File: config.mk
export PLATFORM = sky130hd
export DESIGN_NAME = int_ctrl_flat
export DESIGN_NICKNAME = d
export VERILOG_FILES = /design/src/rtl/int_ctrl_if.sv /design/src/rtl/int_ctrl.sv /design/src/flat_wrapper.sv
export SDC_FILE = /design/constraint.sdc
export NUM_CORES = 1
export LEC_CHECK = 0
export CAP_MARGIN = 20
export CORE_ASPECT_RATIO = 0.6
export CORE_MARGIN = 4
export CORE_UTILIZATION = 37
export DETAILED_ROUTE_END_ITERATION = 8
export HOLD_SLACK_MARGIN = 0.02
export PLACE_DENSITY = 0.94
export SYNTH_ARGS = -nofsm -noshare
export SYNTH_HDL_FRONTEND = slang
export SYNTH_SLANG_ARGS = --single-unit
File: constraint.sdc
create_clock -name clk -period 4.1 [get_ports clk]
set_clock_uncertainty 0.2 [all_clocks]
set_input_delay 0.615 -clock clk [delete_from_list [all_inputs] [get_ports clk]]
set_output_delay 0.615 -clock clk [all_outputs]
set_load 0.005 [all_outputs]
File: src/rtl/int_ctrl_if.sv
// CPU-side register bus of the interrupt controller (Bridge PrAddr/PrWD/PrWE/PrRD).
// The master drives address, data and byte enables. The slave returns combinational read data.
interface int_ctrl_if;
   logic [31:0] addr;
   logic [31:0] wd;
   logic [3:0]  we;
   logic [31:0] rd;

   modport master (output addr, output wd, output we, input rd);
   modport slave  (input addr, input wd, input we, output rd);
endinterface

File: src/rtl/int_ctrl.sv
// Memory-mapped interrupt controller: latches up to six lines (level or edge), masks them,
// and presents HWInt plus the lowest pending line index to CP0.
module int_ctrl #(
   parameter int          N_SRC     = 6,
   parameter logic [31:0] BASE_ADDR = 32'h0000_7F20
) (
   input  logic         clk,
   input  logic         reset,
   int_ctrl_if.slave    bus,
   input  logic [5:0]   irq_in,
   input  logic         int_ack,
   input  logic [2:0]   ack_id,
   output logic [5:0]   hwint,
   output logic         irq_req,
   output logic [2:0]   irq_id
);

   // Lines at or above N_SRC are tied off in every register.
   localparam logic [5:0] VALID = 6'((7'd1 << N_SRC) - 7'd1);

   logic [5:0] prev, pending, mask, mode;
   logic [5:0] pending_nxt, rise, ack_vec, set_vec, clr_vec;
   logic       hit, wr;
   logic       pend_wr, mask_wr, mode_wr, swset_wr;
   logic [5:0] rd_reg;

   assign hit      = (bus.addr[31:4] == BASE_ADDR[31:4]);
   assign wr       = hit && (bus.we != 4'd0);
   assign pend_wr  = wr && (bus.addr[3:2] == 2'd0);
   assign mask_wr  = wr && (bus.addr[3:2] == 2'd1);
   assign mode_wr  = wr && (bus.addr[3:2] == 2'd2);
   assign swset_wr = wr && (bus.addr[3:2] == 2'd3);

   wire unused_bus = &{1'b0, bus.wd[31:6], bus.addr[1:0]};

   // Ack handshake: int_ack is a single-cycle pulse qualifying ack_id; the controller
   // always accepts it (no ready), and ids with no matching line are simply ignored.
   always_comb begin
      ack_vec = 6'd0;
      for (int i = 0; i < 6; i++) begin
         ack_vec[i] = int_ack && (ack_id == 3'(i));
      end
   end

   assign rise    = irq_in & ~prev;
   assign set_vec = rise | (swset_wr ? bus.wd[5:0] : 6'd0);
   assign clr_vec = (pend_wr ? bus.wd[5:0] : 6'd0) | ack_vec;

   // Set beats clear so an edge arriving with its own ack is not lost.
   // Level bits follow the line directly, using the mode held before any same-cycle write.
   assign pending_nxt = ((mode & (set_vec | (pending & ~clr_vec))) | (~mode & irq_in)) & VALID;

   always_ff @(posedge clk) begin
      if (reset) begin
         prev    <= 6'd0;
         pending <= 6'd0;
         mask    <= 6'd0;
         mode    <= 6'd0;
      end else begin
         prev    <= irq_in;
         pending <= pending_nxt;
         if (mask_wr) mask <= bus.wd[5:0] & VALID;
         if (mode_wr) mode <= bus.wd[5:0] & VALID;
      end
   end

   always_comb begin
      rd_reg = 6'd0;
      case (bus.addr[3:2])
         2'd0:    rd_reg = pending;
         2'd1:    rd_reg = mask;
         2'd2:    rd_reg = mode;
         default: rd_reg = 6'd0;
      endcase
   end

   assign bus.rd = hit ? {26'd0, rd_reg} : 32'd0;

   assign hwint   = pending & mask;
   assign irq_req = |hwint;

   // Scan downwards so the lowest set index wins.
   always_comb begin
      irq_id = 3'd7;
      for (int i = 5; i >= 0; i--) begin
         if (hwint[i]) irq_id = 3'(i);
      end
   end

endmodule

File: src/flat_wrapper.sv
// flat-port wrapper written by rule: the top's interface ports become plain ports
module int_ctrl_flat 
#(
   parameter int          N_SRC     = 6,
   parameter logic [31:0] BASE_ADDR = 32'h0000_7F20
)
  (clk, reset, irq_in, int_ack, ack_id, hwint, irq_req, irq_id, bus_addr, bus_wd, bus_we, bus_rd);
  int_ctrl_if bus_i ();
  input  logic clk;
  input  logic reset;
  input  logic [5:0] irq_in;
  input  logic int_ack;
  input  logic [2:0] ack_id;
  output logic [5:0] hwint;
  output logic irq_req;
  output logic [2:0] irq_id;
  input wire logic [$bits(bus_i.addr)-1:0] bus_addr;
  input wire logic [$bits(bus_i.wd)-1:0] bus_wd;
  input wire logic [$bits(bus_i.we)-1:0] bus_we;
  output wire logic [$bits(bus_i.rd)-1:0] bus_rd;
  assign bus_i.addr = bus_addr;
  assign bus_i.wd = bus_wd;
  assign bus_i.we = bus_we;
  assign bus_rd = bus_i.rd;
  int_ctrl #(.N_SRC(N_SRC), .BASE_ADDR(BASE_ADDR)) u_core (.clk(clk), .reset(reset), .bus(bus_i), .irq_in(irq_in), .int_ack(int_ack), .ack_id(ack_id), .hwint(hwint), .irq_req(irq_req), .irq_id(irq_id));
endmodule
After elaboration in Yosys (flattened, before gate mapping):

Cells that the tools add are included.

* bits in registers: 24
* input port bits: 80
* output and inout port bits: 42
* word-level logic and storage cells: 50

* equal/unequal tests: 9
* muxes and demuxes: 10
* bitwise gates (word level): 12
* reductions and logical operators: 15

Operator list (count)
* $and 6x6->6: 5
* $eq 28x11->1 const B: 1
* $or 6x6->6: 4
* $mux 6: 3
* $not 6->6: 3
* $pmux 6 s3: 1
* $mux 3: 5
* $logic_and 1x1->1: 11
* $eq 3x2->1 const B: 2
* $eq 3x3->1 const B: 2
* $reduce_or 6->1: 1
* $eq 2x2->1 const B: 2
* $reduce_bool 4->1: 1
* $eq 3x1->1 const B: 1
* $logic_not 3->1: 1
* $eq 2x1->1 const B: 1
* $logic_not 2->1: 1
* $mux 2: 1

Logic depth before layout (Yosys ltp):

Gate-level depths: netlist (run 1).

* depth in word-level cells: 10
* mapped depth: 6

Least setup slack after synthesis (run 1):

OpenSTA, ideal clock, no wires.

* kind: input-to-output
* start: in bus_addr[2]
* end: out bus_rd[1]
* arrival: 1620 ps
* setup slack: 1665 ps
* stages: 6
* path buffers: 2
* path through: clkbuf_1 clkbuf_1 mux2i_1 nor2_1 a21oi_1 nor3_1

* longest elaborated chain between the ends: 3
* elaborated cells between the ends (all ways): 5

Ends and longest elaborated chain
* start: declaration: RTL line flat_wrapper.sv:17 `input wire logic [$bits(bus_i.addr)-1:0] bus_addr;`
* $eq 2x2->1, or another cell as far along: RTL line int_ctrl.sv:69 `case (bus.addr[3:2])`
* $pmux 6 s3 (*): RTL line int_ctrl.sv:69
* $mux 6 (*): RTL line int_ctrl.sv:77 `assign bus.rd = hit ? {26'd0, rd_reg} : 32'd0;`
* end: declaration: RTL line flat_wrapper.sv:20 `output wire logic [$bits(bus_i.rd)-1:0] bus_rd;`

Mark *: on every way between the ends. The rest lies on a longest branch, timed or not.

Worst setup path in the final report (run 1):

* start: in bus_addr[27]
* end: out bus_rd[2]

* longest elaborated chain between the ends: 2

Ends and longest elaborated chain
* $eq 28x11->1: RTL line int_ctrl.sv:27 `assign hit = (bus.addr[31:4] == BASE_ADDR[31:4]);`
* $mux 6: RTL line int_ctrl.sv:77

No other way between the ends.

==> results of run 1 <==
-- final cells by class --
cell class	count	area, um^2	area share (%)
repair buffers	69	686	29.7
inverters	11	41.3	1.79
multi-input cells	149	956	41.4
clock buffers	3	41.3	1.79
flip-flops and latches	24	480	20.8
well taps	60	75.1	3.25
clock inverters	1	30.0	1.30
-- sequential cells by signal, summed over array words and instances (netlist names) --
name and cells:
u_core.mask 6, u_core.mode 6, u_core.pending 6, u_core.prev 6
-- critical path: cells and delay by family --
family / cells / cell delay [ns]
buffers and inverters: 2 / 0.95
AND/OR/NAND/NOR: 3 / 0.98
-- metal layers --
| metal | vias up | part of all wire [%] | wire length (um) |
|---|---|---|---|
| li1 | 761 | - | - |
| met1 | 721 | 42 | 1840 |
| met2 | 67 | 49 | 2170 |
| met3 | 8 | 8.2 | 364 |
| met4 | 0 | 1.2 | 52 |
| met5 | - | 0 | 0 |
-- synthesized netlist by cell type, drive strengths merged (3+ instances only) --
cell type / n / area share [%]
nor2: 33 / 7.7
buf: 27 / 12
dfxtp: 24 / 30
mux2i: 18 / 11
inv: 11 / 2.6
o21ai: 11 / 3.4
a211oi: 7 / 3.3
a21oi: 7 / 2.2
nor3: 7 / 2.2
a31o: 6 / 3.3
a41oi: 6 / 3.3
clkbuf: 5 / 1.2
nand2: 5 / 1.2
nor4: 5 / 4.4
nand2b: 3 / 1.2
-- through the flow --
| stage | hold slack (ns) | util, % | instance area, um^2 | total power [mW] |
|---|---|---|---|---|
| 2_1_floorplan | 0.274 | - | 1700 | 0.298 |
| 3_3_place_gp | 0.292 | 54.0 | 2240 | 0.342 |
| 3_5_place_dp | 0.306 | 54.0 | 2240 | 0.345 |
| 4_1_cts | 0.326 | 55.7 | 2310 | 0.546 |
| 5_1_grt | 0.363 | 55.7 | 2310 | 0.567 |
| 6_report | 0.324 | 55.7 | 2310 | 0.546 |
-- power breakdown --
part           switching [mW]  internal (mW)
sequential            0.00346          0.239
clock                  0.0738          0.130
combinational          0.0412         0.0574
total                   0.118          0.427
-- kinds of logic (layout without fill, tap and decap cells) --
| family | after synthesis | in the layout | synth area share (%) |
|---|---|---|---|
| AOI/OAI and AO/OA | 39 | 39 | 16.4 |
| buffers and inverters | 43 | 84 | 16.2 |
| DFF | 24 | 24 | 30.0 |
| muxes | 18 | 18 | 11.2 |
| other | 1 | 26 | 0.234 |
| and+or+nand+nor | 66 | 66 | 25.9 |
-- how the worst min path moves through the flow --
stage / from / to / slack [ns] / cells past startpoint
2_1_floorplan: u_core.mask[0] / u_core.mask[0] / 0.27 / 2
3_3_place_gp: u_core.mask[3] / u_core.mask[3] / 0.29 / 2
3_5_place_dp: u_core.mask[3] / u_core.mask[3] / 0.31 / 2
4_1_cts: u_core.mask[3] / u_core.mask[3] / 0.33 / 2
5_1_grt: u_core.mask[3] / u_core.mask[3] / 0.36 / 2
6_report: u_core.mask[3] / u_core.mask[3] / 0.32 / 2
-- layout by cell type (no fill, tap or decap) --
master	n
clkdlybuf4s50_1	67
nor2_1	33
conb_1	26
dfxtp_1	24
mux2i_1	18
inv_1	11
o21ai_0	11
a21oi_1	7
nor3_1	7
a211oi_1	7
a41oi_1	6
a31o_2	6
nand2_1	5
nor4_2	4
nand2b_1	3
clkbuf_8	3
and2_1	2
and4bb_2	2
nor4b_4	2
nand3_1	2
o31ai_1	2
buf_4	2
and4b_1	1
nand4_4	1
nor2b_1	1
or2_2	1
nand4b_1	1
nor4_4	1
bufinv_16	1
==> metrics.csv, run 1 <==
metric;value;unit
fp.dieH;59.0;um
dpl.hpwl;3620;um
antenna_found_initial;0;
first_pass_iters;5;
cp_cell_sequence;clkdlybuf4s50_1 -> nor4_2 -> nand3_1 -> nor3_1 -> clkdlybuf4s50_1;
gr-total-overflow;0;
grt_use_met3;5.46;%
grt_max_degree;25;
num_vias;1557;
synth-edff-count;0;
postCtsSetupBuffers;0;
clk_latency;0.26;ns
io_pins;122;
startpoint_type;input port;
yosysWarnings;0;
layout_setup_ws;0.734;ns
end_kind;output pin;
viasPerCell;4.91;
p_leak;0.903;nW
root_buffer;clkbuf_8;
cts_resized;0;
clk_path_buf_depth;2;
wirelength;4430;um
hold_viol_final;0;
cts_tree;built;
drt_iter0_markers;133;
cts_made_buffers;3;
layout.nets;338;
place_ws;0.738;ns
path_clk_slew;0.08;ns
yosysSeqAreaShare;30.0;%
yosysUniqueCellTypes;28;
slowest_stage;clkdlybuf4s50_1;
placementRows;18;
wire_per_inst;14.0;um
fin_crit;3.37;ns
period_share;82.1;%
maxCapViolations;0;
ys_async_sr_fraction;0;%
reg2reg_to;u_core.pending[3];
rrSetupSlack;2.85;ns
rsz0062_at_grt;no;
grt_pass1_vias;1470;
diodes;0;
ir_drop;0.127;mV
drv_slew;0;
slowest_delay;0.54;ns
critical_path_required;3.28;ns
gp_congestion;0.865;
initial_core_util;38.7;%
drive_gt1_share;8.95;%
path_common_cell;clkdlybuf4s50_1;
finalNonFillerCells;317;
cp-endpoint;bus_rd[2];
power_density;236;mW/mm^2
dp_cells;313;
postCtsHoldBufs;0;
setup_viol;0;
area_growth;44.1;%
hp-class;flop to flop;
path_max_fanout;7;
top_usage_layer;met2;
arrival;2.55;ns
die_w;93.0;um
synth-main-ff-cell;dfxtp_1;
fp.coreArea;0.00414;mm^2
grt_use_met2;26.1;%
postRouteAntennaNets;0;
grt.total_usage;16.1;%
max_slew.worst_pin.slew;0.839;ns
n_fill_cell;376;
worstReg2RegStart;u_core.pending[3];
drc;0;
ys_ff_latch;24;
max_freq;297;MHz
syn_inst;191;
status;completed;
use_met1;20.9;%
h-tree-depth;1;
slew_headroom;43.9;%
critical_path.startpoint;bus_addr[27];
clkSinkCount;24;
synth.avg_cell_area;8.39;um^2
die_area;0.00548;mm^2
netlist_area;0.00160;mm^2
crit_type;input port to output pin;
grt_pass1_wl;6980;um
rr_worst_depth;3;
tns;0;ns
numPortBuffers;67;
No activity file was read; power rests on OpenSTA's default activity.
==> run 2, diff against run 1 <==
- CORE_UTILIZATION: 37 -> 34
- PLACE_DENSITY: 0.94 -> 0.88
- clock period: 4.1 -> 3.14 ns (I/O delays scaled with it)
==> run 2 against run 1 <==
  * Count of clock-buffer cells in the layout unchanged
  * Sequential power increased by 30%
  * Flip-flop and latch count unchanged
  * Design area increased by 1.6%
  * First-iteration DRC count decreased by 4.5%
  * Core utilization decreased by 4.3 points
  * Final cell count increased by 2.2%
  * Power increased by 32%
  * Die area increased by 7.8%
  * Global-route usage decreased by 1.3 points
  * Via count decreased by 2.2%
  * Routed wire length increased by 5.2%
==> metrics.csv, run 2 (same netlist as run 1, synthesis figures left out) <==
metric;value;unit;change
status;completed;;unchanged
critical_path_required;2.47;ns;was 3.28 ns
clk_latency;0.27;ns;was 0.26 ns
die_w;96.6;um;was 93.0 um
grt_use_met3;3.51;%;was 5.46%
hold_viol_final;0;;unchanged
grt_pass1_wl;6970;um;was 6980 um
cp_top_family;buffers and inverters;;was simple AND/OR/NAND/NOR gates
max_freq;327;MHz;
fp.dieH;61.2;um;was 59.0 um
postRouteAntennaNets;0;;unchanged
first_pass_iters;4;;was 5
num_vias;1522;;was 1,557
rrSetupSlack;1.86;ns;was 2.85 ns
antenna_found_initial;0;;unchanged
gp_congestion;0.898;;was 0.865
clk_path_buf_depth;2;;unchanged
finalCoreUtilization;51.4;%;was 55.7%
diodes;0;;unchanged
cts_tree;built;;unchanged
startpoint_type;input port;;unchanged
initial_core_util;35.1;%;was 38.7%
fin_crit;3.06;ns;
arrival;2.39;ns;was 2.55 ns
grt.total_usage;14.8;%;was 16.1%
root_buffer;clkbuf_8;;unchanged
cts_made_buffers;3;;unchanged
power_density;306;mW/mm^2;was 236 mW/mm^2
die_area;0.00591;mm^2;was 0.00548 mm^2
layout_commonest_cell;clkdlybuf4s50_1;;unchanged
tns;0;ns;unchanged
path_max_fanout;9;;was 7
clock_power_share;37.6;%;was 37.5%
cp_cell_sequence;clkdlybuf4s50_1 -> nor4b_4 -> nand4_4 -> nor3_1 -> clkdlybuf4s50_1;;was clkdlybuf4s50_1 -> nor4_2 -> nand3_1 -> nor3_1 -> clkdlybuf4s50_1
io_pins;122;;unchanged
max_slew.worst_pin.slew;0.868;ns;was 0.839 ns
internal_power;0.559;mW;was 0.427 mW
postCtsSetupBuffers;0;;unchanged
drive_gt1_share;10.7;%;was 8.95%
clkSinkCount;24;;unchanged
final_cell_mix;67 x clkdlybuf4s50_1, 33 x nor2_1, 26 x conb_1, 24 x dfxtp_1, 18 x mux2i_1;;unchanged
ir_drop;0.199;mV;was 0.127 mV
hold_ws;0.330;ns;was 0.324 ns
drv_slew;0;;unchanged
n_fill_cell;417;;was 376
slowest_delay;0.56;ns;was 0.54 ns
wire_per_inst;14.4;um;was 14.0 um
setup_viol;0;;unchanged
dpl.hpwl;3800;um;was 3620 um
finalNonFillerCells;324;;was 317
dp_cells;320;;was 313
viasPerCell;4.70;;was 4.91
gr-total-overflow;0;;unchanged
grt_use_met2;26.5;%;was 26.1%
power_switching_share;22.2;%;was 21.7%
wirelength;4660;um;was 4430 um
path_buf_inv;2;;unchanged
end_kind;output pin;;unchanged
power_frac_comb;18.2;%;was 18.1%
layout.nets;342;;was 338
path_common_cell;clkdlybuf4s50_1;;unchanged
crit_type;input port to output pin;;unchanged
numPortBuffers;67;;unchanged
placementRows;19;;was 18
rsz0062_at_grt;no;;unchanged
slew_headroom;42.0;%;was 43.9%
drt_iter0_markers;127;;was 133
top_usage_layer;met2;;unchanged
drc;0;;unchanged
use_met1;18.6;%;was 20.9%
fp.coreArea;0.00456;mm^2;was 0.00414 mm^2
p_leak;0.924;nW;was 0.903 nW
path_clk_slew;0.08;ns;about the same
slowest_stage;clkdlybuf4s50_1;;unchanged
switchingPower;0.159;mW;was 0.118 mW
grt_max_degree;25;;unchanged
area_growth;46.4;%;was 44.1%
hp-class;flop to flop;;unchanged
period_share;97.5;%;
maxCapViolations;0;;unchanged
h-tree-depth;1;;unchanged
p_seq_share;44.2;%;was 44.5%
grt_pass1_vias;1439;;was 1,470
==> run 2: changes by cell type in the layout (fill, tap and decap cells not counted) <==
cell     change
buf_4        +4
nor2b_1      -1
nor2b_2      +1
==> run 2: cell type report <==
type / instances / area [um^2] / share of cell area, %
Clock inverter: 1 / 30.0 / 1.28
Inverter: 11 / 41.3 / 1.76
Clock buffer: 3 / 41.3 / 1.76
Multi-Input combinational cell: 149 / 958 / 40.9
Timing Repair Buffer: 73 / 716 / 30.5
Tap cell: 63 / 78.8 / 3.36
Sequential cell: 24 / 480 / 20.5
==> run 2: power by group through the flow <==
stage                     registers (mW)  logic (mW)  clock network (mW)
after global placement             0.324       0.125                   0
after detailed placement           0.324       0.128                   0
after CTS                          0.317       0.128               0.275
after floorplan                    0.322      0.0673                   0
final                              0.317       0.131               0.270
after global routing               0.318       0.140               0.290
==> run 2: layer usage <==
| metal | vias up | routed length [um] | part of all wire (%) |
|---|---|---|---|
| li1 | 764 | - | - |
| met1 | 693 | 2030 | 43 |
| met2 | 61 | 2280 | 49 |
| met3 | 4 | 333 | 7.1 |
| met4 | 0 | 25 | 0.54 |
| met5 | - | 0 | 0 |
==> run 2: tightest hold or removal path, delay by kind of cell, from the launching register on <==
kind	cells	cell delay (ns)
multiplexers	1	0.07
flip-flops	1	0.35
AND/OR/NAND/NOR	1	0.08
==> run 2: per-stage QoR <==
| stage | setup slack [ns] | cell area [um^2] | total power [mW] |
|---|---|---|---|
| 2_1_floorplan | 0.993 | 1700 | 0.389 |
| 4_1_cts | 0.0722 | 2340 | 0.720 |
| 3_3_place_gp | 0.181 | 2270 | 0.449 |
| 6_report | 0.0782 | 2350 | 0.718 |
| 3_5_place_dp | 0.110 | 2270 | 0.452 |
| 5_1_grt | 0.00692 | 2350 | 0.748 |
==> run 2: what timing repair did <==
action	4_1_cts	5_1_grt
endpoints found under the setup margin	0	3
hold buffers	0	0
gates resized for setup	0	1
==> run 2: worst paths after layout <==
kind / start / end / cells after the start
setup / recovery: bus_addr[17] / bus_rd[3] / 5
hold / removal: u_core.mask[0] / u_core.mask[0] / 2
setup reg to reg: u_core.pending[3] / u_core.pending[3] / 3
hold reg to reg: u_core.mask[0] / u_core.mask[0] / 2
